`config.mk`:
```
export PLATFORM = sky130hd
export DESIGN_NAME = matrix_memory_loader
export DESIGN_NICKNAME = d
export VERILOG_FILES = /design/src/rtl/matrix_pkg.sv /design/src/rtl/matrix_memory_loader.sv
export SDC_FILE = /design/constraint.sdc
export NUM_CORES = 1
export LEC_CHECK = 0
export ABC_AREA = 1
export BUFFER_PORTS_ARGS = -buffer_cell sky130_fd_sc_hd__buf_4
export CAP_MARGIN = 30
export CORE_MARGIN = 1.5
export CORE_UTILIZATION = 35
export CTS_CLUSTER_DIAMETER = 50
export CTS_CLUSTER_SIZE = 12
export DETAILED_ROUTE_END_ITERATION = 10
export PLACE_DENSITY_LB_ADDON = 0.12
export SLEW_MARGIN = 20
export SYNTH_ARGS = -nofsm -noshare
export SYNTH_HDL_FRONTEND = slang
export SYNTH_SLANG_ARGS = --single-unit
```
`constraint.sdc`:
```
create_clock -name clk -period 2.4 [get_ports clk]
set_clock_uncertainty 0.1 [all_clocks]
set_input_delay 0.24 -clock clk [delete_from_list [all_inputs] [get_ports clk]]
set_output_delay 0.24 -clock clk [all_outputs]
set_load 0.01 [all_outputs]
```
`src/rtl/matrix_pkg.sv`:
```
// matrix_pkg: shared loader state type and default word width for the matrix memory blocks
package matrix_pkg;
  typedef enum logic [1:0] {IDLE, LOAD_A, LOAD_B, DONE} loader_state_t;
  localparam int MATRIX_MEM_WIDTH_DEFAULT = 32;
endpackage

```
`src/rtl/matrix_memory_loader.sv`:
```
// matrix_memory_loader: streams words into the A memory then the B memory, then pulses memory_filled
//   in : clk, rst, load_start, abort, in_data, in_valid
//   out: in_ready, wr_en_a/wr_address_a/wr_data_a, wr_en_b/wr_address_b/wr_data_b, memory_filled, busy
module matrix_memory_loader
  import matrix_pkg::*;
#(
  parameter int MATRIX_A_MEM_DEPTH = 16,
  parameter int MATRIX_B_MEM_DEPTH = 8,
  parameter int MATRIX_MEM_WIDTH = MATRIX_MEM_WIDTH_DEFAULT,
  localparam int AW_A = MATRIX_A_MEM_DEPTH > 1 ? $clog2(MATRIX_A_MEM_DEPTH) : 1,
  localparam int AW_B = MATRIX_B_MEM_DEPTH > 1 ? $clog2(MATRIX_B_MEM_DEPTH) : 1,
  localparam int MAX_D = MATRIX_A_MEM_DEPTH > MATRIX_B_MEM_DEPTH ? MATRIX_A_MEM_DEPTH : MATRIX_B_MEM_DEPTH,
  localparam int CW = MAX_D > 1 ? $clog2(MAX_D) : 1
) (
  input  logic                        clk,
  input  logic                        rst,
  input  logic                        load_start,
  input  logic                        abort,
  input  logic [MATRIX_MEM_WIDTH-1:0] in_data,
  input  logic                        in_valid,
  output logic                        in_ready,
  output logic                        wr_en_a,
  output logic [AW_A-1:0]             wr_address_a,
  output logic [MATRIX_MEM_WIDTH-1:0] wr_data_a,
  output logic                        wr_en_b,
  output logic [AW_B-1:0]             wr_address_b,
  output logic [MATRIX_MEM_WIDTH-1:0] wr_data_b,
  output logic                        memory_filled,
  output logic                        busy
);
  loader_state_t r_state, w_next;
  logic [CW-1:0] r_cnt;
  logic r_wr_en_a, r_wr_en_b, r_filled;
  logic [AW_A-1:0] r_addr_a;
  logic [AW_B-1:0] r_addr_b;
  logic [MATRIX_MEM_WIDTH-1:0] r_data_a, r_data_b;
  logic w_beat, w_beat_a, w_beat_b, w_last_a, w_last_b;
  assign w_beat   = in_valid && in_ready;
  assign w_beat_a = w_beat && r_state == LOAD_A;
  assign w_beat_b = w_beat && r_state == LOAD_B;
  assign w_last_a = r_cnt == CW'(MATRIX_A_MEM_DEPTH - 1);
  assign w_last_b = r_cnt == CW'(MATRIX_B_MEM_DEPTH - 1);
  always_ff @(posedge clk) r_state <= rst ? IDLE : w_next;
  always_comb begin
    w_next = r_state;
    case (r_state)
      IDLE:    w_next = load_start ? LOAD_A : IDLE;
      LOAD_A:  w_next = abort ? IDLE : (w_beat && w_last_a) ? LOAD_B : LOAD_A;
      LOAD_B:  w_next = abort ? IDLE : (w_beat && w_last_b) ? DONE : LOAD_B;
      default: w_next = IDLE;
    endcase
  end
  // busy stays up through the memory_filled cycle, which follows the DONE state
  always_comb begin
    in_ready = (r_state == LOAD_A || r_state == LOAD_B) && !abort;
    busy     = r_state != IDLE || r_filled;
  end
  always_ff @(posedge clk) begin
    if (rst) begin
      r_cnt     <= '0;
      r_wr_en_a <= 1'b0;
      r_wr_en_b <= 1'b0;
      r_filled  <= 1'b0;
      r_addr_a  <= '0;
      r_addr_b  <= '0;
      r_data_a  <= '0;
      r_data_b  <= '0;
    end else begin
      r_wr_en_a <= w_beat_a;
      r_wr_en_b <= w_beat_b;
      r_filled  <= r_state == DONE;
      // IDLE always holds the counter at zero, so every load starts from address 0
      r_cnt     <= (r_state == IDLE || (w_beat_a && w_last_a)) ? '0 : r_cnt + CW'(w_beat);
      if (w_beat_a) begin
        r_addr_a <= r_cnt[AW_A-1:0];
        r_data_a <= in_data;
      end
      if (w_beat_b) begin
        r_addr_b <= r_cnt[AW_B-1:0];
        r_data_b <= in_data;
      end
    end
  end
  assign wr_en_a       = r_wr_en_a;
  assign wr_address_a  = r_addr_a;
  assign wr_data_a     = r_data_a;
  assign wr_en_b       = r_wr_en_b;
  assign wr_address_b  = r_addr_b;
  assign wr_data_b     = r_data_b;
  assign memory_filled = r_filled;
endmodule
```
==> results of run 1 <==
worst max path at each step:
stage          startpoint              end  slack (ns)  depth (start not counted)
2_1_floorplan  r_state[0]         r_cnt[2]        0.71                          8
3_3_place_gp   r_state[0]  wr_address_a[2]        0.62                          7
3_5_place_dp   r_state[0]     wr_data_a[9]        0.54                          7
4_1_cts        r_state[0]     wr_data_a[9]        0.53                          7
5_1_grt        r_state[0]  wr_address_a[0]        0.30                          7
6_report       r_state[0]     wr_data_a[9]        0.55                          7
per-layer routing:
metal / up-vias / track usage [%]
li1: 1377 / -
met1: 1199 / 21.9
met2: 87 / 28.1
met3: 4 / 6.72
met4: 0 / 6.34
met5: - / 0
cells in the final DEF, fill, tap and decap left out, types with 2 or more instances in the layout:
master,synthesis,layout
buf_4,0,119
nor2_1,80,80
dfxtp_1,80,80
nand2_1,76,76
a21oi_1,39,39
o21ai_1,20,20
o21ai_0,18,18
inv_1,15,15
clkbuf_8,0,9
ha_1,6,6
bufinv_16,0,3
inv_2,2,2
nor2_4,2,2
nand3_1,2,2
state kept, by name, summed over array words and instances (netlist names):
name           count
wr_data_a         32
wr_address_b       3
wr_data_b         32
wr_address_a       4
wr_en_b            1
r_state            2
wr_en_a            1
r_cnt              4
memory_filled      1
kinds of logic after synthesis:
family | Yosys count
AND/OR/NAND/NOR | 163
flip-flops | 80
AO/OA/AOI/OAI | 77
buffers and inverters | 38
adder cells (fa/ha/maj) | 6
XOR/XNOR | 2
cells in the mapped netlist (all sizes together):
cell | count | area share, %
o21ai | 38 | 6.5
dfxtp | 80 | 55
inv | 17 | 2.2
nand4 | 1 | 0.21
nand3 | 3 | 0.69
xnor2 | 1 | 0.30
or2 | 1 | 0.21
buf | 15 | 3.8
ha | 6 | 2.6
nor2 | 82 | 11
xor2 | 1 | 0.30
a21oi | 39 | 6.7
nand2 | 76 | 9.8
clkbuf | 6 | 0.81
power by group:
| part | total [W] | switching, W | internal [W] | leakage [nW] |
|---|---|---|---|---|
| combinational | 0.000130 | 0.0000668 | 0.0000633 | 1.09 |
| clock | 0.00117 | 0.000480 | 0.000688 | 0.113 |
| sequential | 0.00134 | 0.00000554 | 0.00134 | 0.645 |
metrics by stage:
step                worst slack (ns)  power (W)  instance area [um2]
floorplan                      0.711    0.00142                 2920
global placement               0.620    0.00150                 3810
detailed placement             0.543    0.00150                 3810
CTS                            0.531    0.00267                 4040
global route                   0.303    0.00274                 4040
finish                         0.551    0.00264                 4040
worst reg2reg max path, delay by kind of cell, from the launching register on:
family | cells | cell delay (ns)
AND/OR/NAND/NOR | 3 | 0.39
flip-flops | 1 | 0.36
buffers and inverters | 2 | 0.45
adder cells (fa/ha/maj) | 1 | 0.33
AO/OA/AOI/OAI | 1 | 0.16
final cells by class:
class,instances,area [um2]
Inverter,17,63.8
Multi-Input combinational cell,248,1120
Sequential cell,80,1600
Clock buffer,10,128
Timing Repair Buffer,119,893
Clock inverter,5,106
Tap cell,105,131
Fill cell,832,4090
==> qor.yml, run 1 <==
htree_levels: 3
setup_viol: 0
track_usage_pct: 17.7
mappedNetlistNets: 409
finalNetCount: 518
leakage_nw: 1.85
antenna_cells: 0
drt-initial-drc-count: 101
final_core_util_pct: 49.7
synth_area_mm2: 0.00292
hold_viol: 0
met1Wirelength_um: 3470
path_cells: "inv_1 > ha_1 > nand3_2 > nor2_4 > buf_4 > o21ai_0 > nor2_1"
period_share_pct: 77.0
cts.root.buffer_cell: "clkbuf_8"
yosys_warnings: 0
grt_pass1_wl_um: 12100
crit_required_ns: 2.58
hold-path-cell-count: 3
yosys.area_share.adder_pct: 2.57
tns_ns: 0
maxCapViolCount: 0
synth-compound-area-share_pct: 13.2
timing.slew.headroom_pct: 55.9
path_max_fanout: 38
numCtsBuffers: 9
drive_gt1_share_pct: 29.0
max_freq_ghz: 0.541
totalWireLength_um: 7590
r2r_cells: 7
cts_tree: "built"
ant_nets: 0
critPathSlowestCell: "buf_4"
wl_per_cell_um: 13.0
avgSynthCellArea_um2: 7.98
postCtsHoldBufs: 0
vias: 2667
synth_top_family_by_area: "simple AND/OR/NAND/NOR gates"
dp.final_hpwl_um: 5200
synthMuxAreaShare_pct: 0
cp-end-kind: "flip-flop"
initial_core_util_pct: 35.9
rr_startpoint: "r_state[0]"
clkTransAtPathRegs_ns: 0.08
powerDensity_mw_per_mm2: 653
ios: 113
grt_overflow: 0
drcViolationCount: 0
io_buffers: 112
top_layer: "met4"
dieArea_mm2: 0.00890
rows: 33
grt_start_max_net_pins: 39
synth-simple-area-share_pct: 21.9
yosysSeqAreaShare_pct: 54.9
hold_ws_ns: 0.0209
fin_crit_ns: 1.85
slew_violations: 0
worstMarginPinSlew_ns: 0.661
stdcell_count: 584
synthXorXnorAreaFrac_pct: 0.600
die_h_um: 94.3
gp_congestion: 0.755
worstReg2RegEnd: "wr_data_a[9]"
via_per_inst: 4.57
critPathTopFamily: "buffers and inverters"
max_stage_delay_ns: 0.37
crit_arrival_ns: 2.03
crit_type: "flip-flop to flip-flop"
placed_cells_incl_taps: 569
syn_inst: 366
min_to: "wr_data_a[28]"
rsz0062_at_grt: "no"
cp.buffers_inverters: 2
synthToLayoutAreaGrowth_pct: 38.5
ys_ff_latch: 80
ff2ff_setup_slack_ns: 0.55
cts.path.max_buffers: 2
hp-class: "input port to flip-flop"
clkSinkCount: 80
grt_pass1_vias: 2493
antenna_found_initial: 0
post_cts.repair.setup_buffers: 0
met2WireLength_um: 3390
wl_met3_um: 675
min_from: "in_data[28]"
clk_latency_ns: 0.34
drtPass1Iterations: 4
core_area_mm2: 0.00813
post_cts_resized: 0
peakVddDrop_mv: 0.329
start_kind: "flip-flop"
status: "completed"
die_w_um: 94.3
synth_cell_types: 21
Power figures use the tool's default switching activity.
==> inputs of run 2 (changes only) <==
clock period = 1.65 ns   (was 2.4 ns; I/O delays follow)
==> run 2 against run 1 <==
Against the previous run:
- setup slack lost 0.54 ns
- via count grew 8.1%
- largest power group unchanged
- critical path depth grew 2
- critical path type unchanged
- combinational power grew 110%
==> qor.yml, run 2 (same netlist as run 1, synthesis figures left out) <==
status: "completed"
clkTransAtPathRegs_ns: 0.07  # about the same
track_usage_pct: 18.1  # +0.39 points
fin_crit_ns: 1.64  # -0.211 ns
rsz0062_at_grt: "yes"
layout_commonest_cell: "buf_4"
stdcell_count: 628  # +7.5%
numCtsBuffers: 9  # unchanged
leakage_nw: 2.10  # +14%
vias: 2882  # +8.1%
fill_cells: 765  # -8.1%
drive_gt1_share_pct: 33.7  # +4.6 points
grt_start_max_net_pins: 37  # -5.1%
antenna_cells: 0  # unchanged
core_area_mm2: 0.00813  # unchanged
hold_viol: 0  # unchanged
clk_latency_ns: 0.33  # about the same
finalNetCount: 561  # +8.3%
period_share_pct: 99.2  # +22 points
cts.root.buffer_cell: "clkbuf_8"
max_freq_ghz: 0.611  # +13%
maxCapViolCount: 0  # unchanged
totalWireLength_um: 8500  # +12%
grt_pass1_wl_um: 12500  # +3.4%
ant_nets: 0  # unchanged
dieArea_mm2: 0.00890  # unchanged
path_max_fanout: 9  # -76%
dp.final_hpwl_um: 5330  # +2.6%
timing.slew.headroom_pct: 69.2  # +13 points
crit_type: "flip-flop to flip-flop"
peakVddDrop_mv: 0.368  # +12%
drtPass1Iterations: 4  # unchanged
wl_per_cell_um: 13.5  # +4.1%
placed_cells_incl_taps: 574  # +0.88%
powerDensity_mw_per_mm2: 794  # +22%
final_core_util_pct: 57.1  # +7.4 points
via_per_inst: 4.59  # +0.49%
rows: 33  # unchanged
crit_arrival_ns: 1.80  # -0.23 ns
die_w_um: 94.3  # unchanged
crit_required_ns: 1.82  # -0.76 ns
initial_core_util_pct: 35.9  # unchanged
drt-initial-drc-count: 79  # -22%
slew_violations: 0  # unchanged
grt_pass1_vias: 2594  # +4.1%
antenna_found_initial: 0  # unchanged
grt_overflow: 0  # unchanged
htree_levels: 3  # unchanged
ios: 113  # unchanged
cts.path.max_buffers: 2  # unchanged
gp_congestion: 0.734  # -2.7%
worstMarginPinSlew_ns: 0.462  # -0.199 ns
cts_tree: "built"
final_cell_mix: "120 x buf_4, 80 x nor2_1, 78 x dfxtp_1"
io_buffers: 112  # unchanged
die_h_um: 94.3  # unchanged
drcViolationCount: 0  # unchanged
start_kind: "flip-flop"
hp-class: "input port to flip-flop"
cp-end-kind: "flip-flop"
clkSinkCount: 80  # unchanged
setup_viol: 0  # unchanged
synthToLayoutAreaGrowth_pct: 59.1
## run 2: cell types whose count changed in the layout (fill, tap and decap cells not counted), moves of 3 or more
cell / change
dlygate4sd3_1: +32
nand2_1: -10
a21oi_1: -8
a21oi_2: +8
nand2_2: +7
buf_12: +4
clkbuf_16: +4
inv_1: -3
nand2_4: +3
## run 2: cell type report
cell class	instances	area, um2	area share (%)
multi-input combinational	248	1220	26.2
clock inverter	3	40.0	0.862
tap	105	131	2.83
timing repair buffer	162	1420	30.7
clock buffer	13	159	3.42
inverter	17	68.8	1.48
sequential	80	1600	34.5
## run 2: per-layer routing
metal | part of all wire (%) | vias to the layer above | wire length (um) | global-route usage [%]
met4 | 1.1 | 0 | 90 | 5.85
li1 | - | 1468 | - | -
met2 | 47 | 91 | 3970 | 29.7
met3 | 7.4 | 8 | 628 | 5.83
met5 | 0 | - | 0 | 0
met1 | 45 | 1315 | 3810 | 22.4
## run 2: metrics by stage
stage | hold slack, ns | setup WS, ns | cell area, um2 | TNS, ns | total power (W)
after floorplan | 0.200 | 0.0264 | 2930 | 0 | 0.00207
after global placement | 0.300 | -0.00604 | 3880 | -0.00604 | 0.00219
after detailed placement | 0.303 | -0.0335 | 3880 | -0.152 | 0.00220
after CTS | 0.0187 | -0.00324 | 4420 | -0.00384 | 0.00371
after global routing | 0.0165 | -0.0851 | 4640 | -1.72 | 0.00382
final | 0.0243 | 0.0124 | 4640 | 0 | 0.00369
## run 2: repair_timing
item / 4_1_cts / 5_1_grt
cloned: 0 / 5
hold buffers: 32 / 0
setup endpoints to repair: 34 / 63
gates resized for setup: 4 / 33
endpoints found under the hold margin: 64 / 0
pin swaps: 0 / 10
setup buffers: 0 / 1
## run 2: final timing paths
| check | from | endpoint | slack, ns | depth (start not counted) |
|---|---|---|---|---|
| worst max-delay path | r_state[1] | wr_data_b[20] | 0.01 | 9 |
| worst min register to register | wr_data_b[22] | wr_data_b[22] | 0.37 | 2 |
| worst min-delay path | abort | r_state[0] | 0.02 | 4 |
| worst max register to register | r_state[1] | wr_data_b[20] | 0.01 | 9 |
## run 2: critical path: stages (launching register included)
cell and delay (ns):
dfxtp_2 0.34, inv_2 0.05, ha_4 0.28, nand3_4 0.09, buf_6 0.13, nor2_4 0.11
buf_12 0.16, clkbuf_16 0.16, nand2_1 0.05, a21oi_1 0.10
## run 2: where the power goes
part           leakage, nW  switching, W  total (W)  internal (W)
sequential           0.646    0.00000766    0.00195       0.00194
combinational         1.35      0.000120   0.000271      0.000151
clock                0.103      0.000685    0.00146      0.000780
==> inputs of run 3 (changes only) <==
CORE_ASPECT_RATIO = 1.1   (was not set)
==> run 3 against run 2 <==
Against the previous run:
- non-clock buffer count decreased by 4
- largest cell class unchanged
- flip-flop and latch count unchanged
- critical endpoint is now busy
- clock power increased by 8%
- register-to-register slack improved by 0.07 ns
==> qor.yml, run 3 (same netlist as run 1, synthesis figures left out) <==
period_share_pct: 96.3  # -3.0 points
die_h_um: 98.8  # +4.7%
final_cell_mix: "123 x buf_4, 80 x nor2_1, 78 x dfxtp_1"
totalWireLength_um: 7950  # -6.5%
pwr-share-clk_pct: 41.6  # +1.9 points
worstMarginPinSlew_ns: 0.396  # -0.0656 ns
crit_required_ns: 1.38  # -0.44 ns
antenna_found_initial: 0  # unchanged
hold_viol: 0  # unchanged
drcViolationCount: 0  # unchanged
leakage_nw: 2.02  # -3.8%
ff2ff_setup_slack_ns: 0.08  # +0.07 ns
wl_per_cell_um: 12.7  # -6.2%
gp_congestion: 0.777  # +5.8%
drtPass1Iterations: 4  # unchanged
core_area_mm2: 0.00800  # -1.7%
stdcell_count: 626  # -0.32%
min_to: "r_state[0]"
numCtsBuffers: 9  # unchanged
timing.slew.headroom_pct: 73.6  # +4.4 points
cp-end-kind: "output pin"
dieArea_mm2: 0.00890  # about the same
p_int_w: 0.00298  # +3.7%
path_max_fanout: 2  # -7
ios: 113  # unchanged
r2r_cells: 8  # -1
die_w_um: 90.1  # -4.5%
synthToLayoutAreaGrowth_pct: 53.0
hold-path-cell-count: 4  # unchanged
multi_input_area_mm2: 0.00114  # -6.2%
min_from: "abort"
regArea_mm2: 0.00160  # unchanged
status: "completed"
grt_pass1_wl_um: 13000  # +3.9%
ant_nets: 0  # unchanged
fill_cells: 785  # +2.6%
grt_start_max_net_pins: 37  # unchanged
placed_cells_incl_taps: 579  # +0.87%
slew_violations: 0  # unchanged
max_freq_ghz: 0.629  # +3.1%
antenna_cells: 0  # unchanged
powerDensity_mw_per_mm2: 850  # +7.1%
hp-class: "input port to flip-flop"
via_per_inst: 4.51  # -1.6%
track_usage_pct: 18.2  # +0.14 points
vias: 2826  # -1.9%
setup_slack_ns: 0.0614  # +0.0490 ns
rr_startpoint: "r_state[1]"
cts.path.max_buffers: 2  # unchanged
htree_levels: 3  # unchanged
drive_gt1_share_pct: 29.7  # -3.9 points
startpoint: "r_state[0]"
grt_overflow: 0  # unchanged
switching_share_pct: 21.6  # -0.49 points
fin_crit_ns: 1.59  # -0.0490 ns
start_kind: "flip-flop"
setup_viol: 0  # unchanged
maxCapViolCount: 0  # unchanged
crit_type: "flip-flop to output pin"
io_buffers: 112  # unchanged
power_frac_comb_pct: 7.0  # -0.4 points
dp.final_hpwl_um: 5350  # +0.34%
cts.root.buffer_cell: "clkbuf_8"
grt_pass1_vias: 2759  # +6.4%
dp_slack_ns: 0.000223  # +0.0338 ns
clkSinkCount: 80  # unchanged
finalNetCount: 557  # -0.71%
peakVddDrop_mv: 0.511  # +39%
cts_tree: "built"
initial_core_util_pct: 36.5  # +0.61 points
drt-initial-drc-count: 81  # +2.5%
rows: 34  # +3.0%
layout_commonest_cell: "buf_4"
rsz0062_at_grt: "yes"
p_sw_w: 0.000819  # +0.74%
crit_arrival_ns: 1.32  # -0.48 ns
worstReg2RegEnd: "wr_data_b[5]"
clkTransAtPathRegs_ns: 0.08  # about the same
seqPwrFrac_pct: 51.4  # -1.5 points
clk_latency_ns: 0.34  # about the same
==> run 3: changes by cell type in the layout (fill, tap and decap cells not counted), moves of 2 or more <==
cell	before	now
a21oi_1	31	39
a21oi_2	8	0
buf_4	120	123
buf_6	2	0
clkbuf_1	2	0
clkbuf_16	4	0
nand2_1	66	76
nand2_2	7	0
nand2_4	3	0
o21ai_1	20	22
o21ai_2	2	0
==> run 3: worst max-delay path, cell delays in order, from the launching register on <==
cell	delay, ns
dfxtp_2	0.33
inv_2	0.07
ha_4	0.13
inv_1	0.04
or2_2	0.26
buf_4	0.14
==> run 3: what timing repair did <==
action                                  CTS  global route
endpoints found under the setup margin    3             8
hold endpoints to repair                 64             0
gates cloned                              0             0
hold buffers                             32             0
gates resized for setup                   5             4
setup buffers                             0             0
pin swaps                                 1             1
==> run 3: layout make-up <==
cell class,instances,area share (%)
sequential,80,35.9
clock buffer,10,3.08
timing repair buffer,158,29.2
tap,108,3.03
clock inverter,5,1.82
inverter,17,1.43
multi-input combinational,248,25.5
==> run 3: how the worst max path moves through the flow <==
| stage | end | slack [ns] |
|---|---|---|
| floorplan | r_cnt[2] | 0.03 |
| global placement | r_cnt[2] | 0.04 |
| detailed placement | r_cnt[2] | 0.0002 |
| CTS | r_cnt[2] | 0.005 |
| global route | wr_data_b[7] | -0.02 |
| finish | busy | 0.06 |
==> run 3: metal layers <==
metal	global-route usage [%]	wire [um]	share of wire, %	vias up
li1	-	-	-	1452
met1	22.3	3580	45	1294
met2	30.7	3870	49	72
met3	4.55	411	5.2	8
met4	7.45	81	1.0	0
met5	0	0	0	-
==> run 3: power by group through the flow <==
stage	logic [W]	clock network, W	registers [W]
5_1_grt	0.000289	0.00170	0.00195
3_5_place_dp	0.000203	0	0.00200
4_1_cts	0.000266	0.00163	0.00195
3_3_place_gp	0.000202	0	0.00199
2_1_floorplan	0.0000679	0	0.00200
6_report	0.000265	0.00158	0.00195
==> run 3: per-stage QoR <==
step	utilization [%]	power (W)	instance area (um2)	TNS, ns	hold slack [ns]
2_1_floorplan	-	0.00207	2930	0	0.200
3_3_place_gp	49.0	0.00220	3920	0	0.301
3_5_place_dp	49.0	0.00220	3920	0	0.305
4_1_cts	55.8	0.00384	4460	0	0.000194
5_1_grt	55.9	0.00394	4470	-0.0872	0.0230
6_report	55.9	0.00380	4470	0	0.0133
